## config.mk

```make
export PLATFORM = sky130hd
export DESIGN_NAME = rc4_key_search_ctrl
export DESIGN_NICKNAME = d
export VERILOG_FILES = /design/src/rtl/rc4_key_search_ctrl.sv
export SDC_FILE = /design/constraint.sdc
export NUM_CORES = 1
export LEC_CHECK = 0
export CORE_MARGIN = 8
export CORE_UTILIZATION = 34
export CTS_CLUSTER_DIAMETER = 150
export DETAILED_ROUTE_END_ITERATION = 8
export PLACE_DENSITY = 0.85
export SYNTH_ARGS = -nofsm -noshare
export SYNTH_HDL_FRONTEND = slang
export SYNTH_SLANG_ARGS = --single-unit
```

## constraint.sdc

```tcl
create_clock -name clk -period 2.15 [get_ports clk]
set_input_delay 0.43 -clock clk [delete_from_list [all_inputs] [get_ports clk]]
set_output_delay 0.43 -clock clk [all_outputs]
set_load 0.02 [all_outputs]
```

## src/rtl/rc4_key_search_ctrl.sv

```systemverilog
// Top-level sequencer for the RC4 brute-force key search: runs init, KSA and
// PRGA for each candidate key and drops a key on its first non-printable byte.
module rc4_key_search_ctrl #(
  parameter int                   KEY_WIDTH = 24,
  parameter logic [KEY_WIDTH-1:0] KEY_MAX   = 24'h3FFFFF
) (
  input  logic                 clk,
  input  logic                 reset,
  input  logic                 go,
  output logic                 init_start,
  output logic                 ksa_start,
  output logic                 prga_start,
  input  logic                 init_finish,
  input  logic                 ksa_finish,
  input  logic                 prga_finish,
  output logic                 eng_reset_n,
  input  logic [7:0]           init_addr_s,
  input  logic [7:0]           ksa_addr_s,
  input  logic [7:0]           prga_addr_s,
  input  logic [7:0]           init_data_s,
  input  logic [7:0]           ksa_data_s,
  input  logic [7:0]           prga_data_s,
  input  logic                 init_wren_s,
  input  logic                 ksa_wren_s,
  input  logic                 prga_wren_s,
  output logic [7:0]           address_s,
  output logic [7:0]           data_s,
  output logic                 wren_s,
  input  logic                 prga_wren_d,
  input  logic [7:0]           prga_data_d,
  output logic [KEY_WIDTH-1:0] key,
  output logic                 busy,
  output logic                 found,
  output logic                 exhausted
);

  typedef enum logic [3:0] {
    IDLE,
    INIT_GO,
    INIT_WAIT,
    KSA_GO,
    KSA_WAIT,
    PRGA_GO,
    PRGA_WAIT,
    ABORT,
    NEXT_KEY,
    FOUND,
    EXHAUSTED
  } state_t;

  state_t state;
  logic   byte_ok;

  // Plaintext is accepted only as lowercase letters or space.
  assign byte_ok = ((prga_data_d >= 8'h61) && (prga_data_d <= 8'h7A)) ||
                   (prga_data_d == 8'h20);

  always_ff @(posedge clk or negedge reset) begin
    if (!reset) begin
      state <= IDLE;
      key   <= '0;
    end else begin
      case (state)
        IDLE:      if (go) state <= INIT_GO;
        INIT_GO:   state <= INIT_WAIT;
        INIT_WAIT: if (init_finish) state <= KSA_GO;
        KSA_GO:    state <= KSA_WAIT;
        KSA_WAIT:  if (ksa_finish) state <= PRGA_GO;
        PRGA_GO:   state <= PRGA_WAIT;
        // A bad byte beats a finish pulse arriving in the same cycle.
        PRGA_WAIT: begin
          if (prga_wren_d && !byte_ok) state <= ABORT;
          else if (prga_finish)        state <= FOUND;
        end
        ABORT:     state <= NEXT_KEY;
        NEXT_KEY: begin
          if (key == KEY_MAX) begin
            state <= EXHAUSTED;
          end else begin
            key   <= key + KEY_WIDTH'(1);
            state <= INIT_GO;
          end
        end
        FOUND:     state <= FOUND;
        EXHAUSTED: state <= EXHAUSTED;
        default:   state <= IDLE;
      endcase
    end
  end

  always_comb begin
    init_start  = 1'b0;
    ksa_start   = 1'b0;
    prga_start  = 1'b0;
    eng_reset_n = 1'b1;
    address_s   = 8'h00;
    data_s      = 8'h00;
    wren_s      = 1'b0;
    busy        = 1'b1;
    found       = 1'b0;
    exhausted   = 1'b0;
    case (state)
      IDLE:      busy = 1'b0;
      INIT_GO: begin
        init_start = 1'b1;
        address_s  = init_addr_s;
        data_s     = init_data_s;
        wren_s     = init_wren_s;
      end
      INIT_WAIT: begin
        address_s = init_addr_s;
        data_s    = init_data_s;
        wren_s    = init_wren_s;
      end
      KSA_GO: begin
        ksa_start = 1'b1;
        address_s = ksa_addr_s;
        data_s    = ksa_data_s;
        wren_s    = ksa_wren_s;
      end
      KSA_WAIT: begin
        address_s = ksa_addr_s;
        data_s    = ksa_data_s;
        wren_s    = ksa_wren_s;
      end
      PRGA_GO: begin
        prga_start = 1'b1;
        address_s  = prga_addr_s;
        data_s     = prga_data_s;
        wren_s     = prga_wren_s;
      end
      PRGA_WAIT: begin
        address_s = prga_addr_s;
        data_s    = prga_data_s;
        wren_s    = prga_wren_s;
      end
      ABORT:     eng_reset_n = 1'b0;
      NEXT_KEY:  busy = 1'b1;
      FOUND: begin
        busy  = 1'b0;
        found = 1'b1;
      end
      EXHAUSTED: begin
        busy      = 1'b0;
        exhausted = 1'b1;
      end
      default:   busy = 1'b0;
    endcase
  end

endmodule

```

# Yosys cells after proc, flatten, opt, wreduce, memory -nomap -nowiden
# Cells that the tools add are included.
dict set report totals {
  reg_bits 28
  latch_bits 0
  ramBits 0
  romBits 0
  input_bits 66
  output_inout_bits 48
  wordCells 50
  n_memories 0
}
dict set report op_classes {
  add_sub_neg 1
  mul 0
  div_mod_pow 0
  order_cmp 2
  eq_ne 16
  shifts 0
  n_mux 17
  n_bitwise 1
  reduce_logical 11
}
# cell count
set ops {}
lappend ops {{$pmux 8 s3} 2}
lappend ops {{$pmux 4 s11} 1}
lappend ops {{$add 24x1->24 const B} 1}
lappend ops {{$eq 24x22->1 const B} 1}
lappend ops {{$mux 4} 6}
lappend ops {{$eq 4x3->1 const B} 4}
lappend ops {{$eq 4x4->1 const B} 3}
lappend ops {{$eq 4x2->1 const B} 2}
lappend ops {{$eq 8x6->1 const B} 1}
lappend ops {{$ge 8x7->1 const B} 1}
lappend ops {{$le 8x7->1 const B} 1}
lappend ops {{$reduce_or 8->1} 1}
lappend ops {{$mux 1} 7}
lappend ops {{$ne 2x2->1 const B} 3}
lappend ops {{$reduce_or 2->1} 3}
lappend ops {{$eq 4x1->1 const B} 1}
lappend ops {{$logic_not 4->1} 1}
lappend ops {{$reduce_and 4->1} 1}
lappend ops {{$ne 3x3->1 const B} 1}
lappend ops {{$pmux 1 s3} 1}
lappend ops {{$logic_and 1x1->1} 2}
lappend ops {{$reduce_and 2->1} 1}
lappend ops {{$logic_not 1->1} 1}
lappend ops {{$logic_or 1x1->1} 1}
lappend ops {{$not 1->1} 1}

# Longest topological paths before layout
# Gate-level depths: netlist of the first run.
dict set report logic_depth {
  depth_word 7
  depth_mapped 8
  ltp_nobuf 6
}

# Worst setup path before layout of the first run
# OpenSTA, ideal clock, no wires.
dict set report synth_timing {
  path_type {reg2out}
  start {reg state[0]}
  end {out address_s[0]}
  t_arrival_ns 1.946
  t_required_ns 1.720
  setup_slack_ns -0.226
  stages_incl_launch_ff 7
  cell_sequence {dfrtp_1 -> nand2b_1 -> clkbuf_1 -> a211oi_1 -> clkbuf_1 -> a22o_1 -> a21o_1}
}
dict set report synth_between {
  elab_chain_cells 3
  elab_cells_between_ends 10
  cone_classes {6 x eq/ne; 1 x mux; 3 x reduce/logical}
}
# element line_no
set synth_rtl {}
lappend synth_rtl {{from (decl)} 51} ;# state_t state;
lappend synth_rtl {{from (signal assigned)} 60} ;# state <= IDLE;
lappend synth_rtl {{from (signal assigned)} 64} ;# IDLE: if (go) state <= INIT_GO;
lappend synth_rtl {{from (signal assigned)} 65} ;# INIT_GO: state <= INIT_WAIT;
lappend synth_rtl {{$eq 4x3->1 (tied with other cells)} 102} ;# case (state)
lappend synth_rtl {{$reduce_or 2->1 (no line)} n/a}
lappend synth_rtl {{$pmux 8 s3 *} 102}
lappend synth_rtl {{to (decl)} 26} ;# output logic [7:0] address_s,
# Mark *: on every way between the ends. The rest lies on a longest branch, timed or not.

# Worst setup path in the final report of the first run
dict set report layout_timing {
  start {reg state[1]}
  end {out address_s[3]}
}
# The elaborated chain is that of the path after synthesis.

==> results by group, run 1 <==
CTS
  – CTS clk-pin slew, worst paths: 0.09 ns
  – CTS buffer count: 3
  – Clock Latency Late Sink: 0.27 ns
  – Post-CTS Hold Buffers: 0
  – Number of H-tree levels: 1
  – CTS Buffer Depth: 2
  – CTS sink count: 28
  – CTS tree: yes
  – Root buf cell: clkbuf_8

Final layout
  – Sequential cell area: 703.2 sq um
  – Fillers: 436
  – Synthesis-to-finish area growth: 91.59%
  – Diode count: 0
  – Fin nets: 424
  – Most common cell after layout, fill and taps aside: clkdlybuf4s50_1
  – Multi-input logic area: 1207 sq um
  – Most frequent cells in the layout: clkdlybuf4s50_1 (89), buf_4 (33), dfrtp_1 (26), buf_6 (23)
  – Layout cells sized above 1: 26.20%
  – Util after Layout: 65.90%

Route
  – WL final: 7.817 mm
  – ANT nets after route: 0
  – TritonRoute pass-1 iters: 4
  – Residual DRC: 0
  – DR WL/cell: 18.31 um
  – DR iter-0 viols: 91
  – Vias/cell: 5.143
  – DR vias: 2,196

Timing
  – Worst Skew: 0.005908 ns
  – Setup ws final: -0.1570 ns
  – Slew Viols, Final: 0
  – Final worst path period need: 2.307 ns
  – Max Fclk: 0.4335 GHz
  – Final period utilization: 107.3%
  – RSZ-0062 raised after global routing: true
  – Max-slew headroom: 76.47%
  – Fin. Hold Viols: 0
  – Worst-Margin Slew: 0.3497 ns
  – Final Setup Violations: 25

Floorplan
  – Die Ht: 89.95 um
  – DIE AREA: 8091 sq um
  – FP Rows: 27
  – Die width: 89.95 um
  – Core Box Area: 5405 sq um
  – IO Pins: 114
  – Starting Density: 34.40%

Placed design
  – IO buf count: 113
  – Placer congestion estimate: 0.8421
  – Dpl hpwl: 5.540 mm

Logic synthesis
  – Post-synth top flop: dfrtp_1
  – Cell type with the largest total area after synthesis: dfrtp_1
  – Ys async rst share: 100.0%
  – Mapped Nets: 272
  – Cell Area, Synth: 1859 sq um
  – Mean post-synth cell area: 9.070 sq um
  – Synth unique cells: 40
  – Yosys reg bits: 28
  – Sequential share of the synthesized area: 37.69%
  – Synth area leaders: dfrtp_1 (38%), a22o_1 (8.5%), a21o_1 (7.3%)
  – Warnings from Yosys: 0
  – Mapped Cells: 205
  – Synth top area share: 37.69%
  – EDFF count, synth: 0

Run status
  – Failing checks: negative setup slack
  – Outcome: finished with violations

Global routing
  – Largest net degree at the start of global routing: 29
  – Global-route wire length before repair: 11.16 mm
  – Tot GR Track Use: 16.51%
  – Global route total overflow: 0
  – Initial antenna violation count: 0
  – Vias in the first global route: 2,155

Worst setup path
  – Critical Path RT: 1.72 ns
  – CP endpoint kind: output pin
  – Critical Path AT: 1.88 ns
  – WS Path Type: reg2out
  – Crit-path max FO: 4
  – Critical Path Source Type: flip-flop

Pwr
  – PwrDens: 1192 nW/um^2
  – Peak supply drop: 864.1 uV
  – Tot Pwr: 4.247 mW
  – P_leak: 1.703 nW

Hold path
  – Tightest Hold Check Type: reg2reg

Flow run
  – Max-cap violation count: 0
-- power by group --
group          leakage (nW)  total (mW)  switching [mW]  internal (mW)
combinational          1.30        3.26            1.57           1.69
clock                0.0216       0.280           0.154          0.126
sequential            0.380       0.708           0.112          0.596
total                  1.70        4.25            1.84           2.41
-- routing by layer --
metal / vias up / wire length, um / global-route usage [%]
met5: - / 0 / 0
met4: 0 / 87 / 3.745
met3: 6 / 285 / 3.325
met2: 55 / 4393 / 31.17
met1: 1090 / 3050 / 18.38
li1: 1045 / - / -
-- synth_stat cells (all sizes together) (2+ instances only) --
| cell type | number |
|---|---|
| o21ai | 3 |
| nand2 | 15 |
| a211oi | 2 |
| xnor2 | 9 |
| buf | 2 |
| dfrtp | 28 |
| nand2b | 5 |
| a22o | 18 |
| nand4 | 4 |
| a21o | 18 |
| nor2 | 21 |
| or4 | 2 |
| o211ai | 2 |
| nor2b | 2 |
| mux2 | 2 |
| nor3 | 10 |
| and4 | 3 |
| clkbuf | 10 |
| and3 | 3 |
| a21oi | 4 |
| nand3 | 10 |
| xor2 | 15 |
| inv | 2 |
| nor4 | 3 |
-- cell families after synthesis --
family | synth area share (%)
DFF | 37.68
adders and majority gates | 0.6728
buffers and inverters | 2.894
xor gates and xnor gates | 11.31
AOI/OAI and AO/OA | 22.75
muxes | 1.750
and+or+nand+nor | 22.95
-- state kept, by name, summed over array words and instances, names as in the netlist --
name and cells:
state 4, key 24
-- timing repair --
item	in CTS	in global routing
gates cloned	1	2
buffers inserted	1	13
endpoints found under the setup margin	32	31
pin swaps	4	13
gates resized for setup	86	60
-- final timing paths --
path,from,to,slack [ns],depth (start not counted)
worst max register to register,state[0],key[11],-0.14,7
worst max-delay path,state[1],address_s[3],-0.16,7
max in group asynchronous,reset,state[3],1.35,2
min in group asynchronous,reset,key[5],0.52,2
worst min register to register,key[21],key[21],0.50,1
worst min-delay path,key[21],key[21],0.50,1
-- through the flow --
step                hold WS [ns]  setup slack, ns  TNS (ns)  instance area (sq um)  cells
floorplan                 0.1344         0.007248         0                   1874    205
global placement          0.4730          -0.2038    -4.065                   3266    407
detailed placement        0.4914          -0.2814    -4.998                   3266    407
CTS                       0.5037          -0.1536    -1.293                   3271    412
global route              0.5339          -0.2006    -3.772                   3562    427
finish                    0.4970          -0.1570    -2.184                   3562    427
-- final cells by class --
| type | instances | share of cell area (%) |
|---|---|---|
| Clock buffer | 3 | 1.159 |
| Inverter | 2 | 0.2107 |
| Multi-Input combinational cell | 163 | 33.90 |
| Sequential cell | 28 | 19.74 |
| Tap cell | 72 | 2.529 |
| Timing Repair Buffer | 159 | 42.47 |
-- critical path, stage by stage, from the launching register on --
cell	delay, ns
dfrtp_1	0.43
nand2b_4	0.19
a211oi_4	0.31
buf_6	0.17
buf_6	0.09
a22o_1	0.16
a21o_1	0.13
buf_6	0.13
Note: power is estimated with default switching activity, not from simulation.
==> run 2: changes to the inputs <==
--- a/config.mk
+++ b/config.mk
@@ -8,8 +8,10 @@
 export CORE_MARGIN = 8
 export CORE_UTILIZATION = 34
 export CTS_CLUSTER_DIAMETER = 150
+export CTS_CLUSTER_SIZE = 16
 export DETAILED_ROUTE_END_ITERATION = 8
 export PLACE_DENSITY = 0.85
+export SLEW_MARGIN = 40
 export SYNTH_ARGS = -nofsm -noshare
 export SYNTH_HDL_FRONTEND = slang
 export SYNTH_SLANG_ARGS = --single-unit
==> results of run 2 <==
Same layout as run 1: the final DEF is identical, and so are final timing and power.
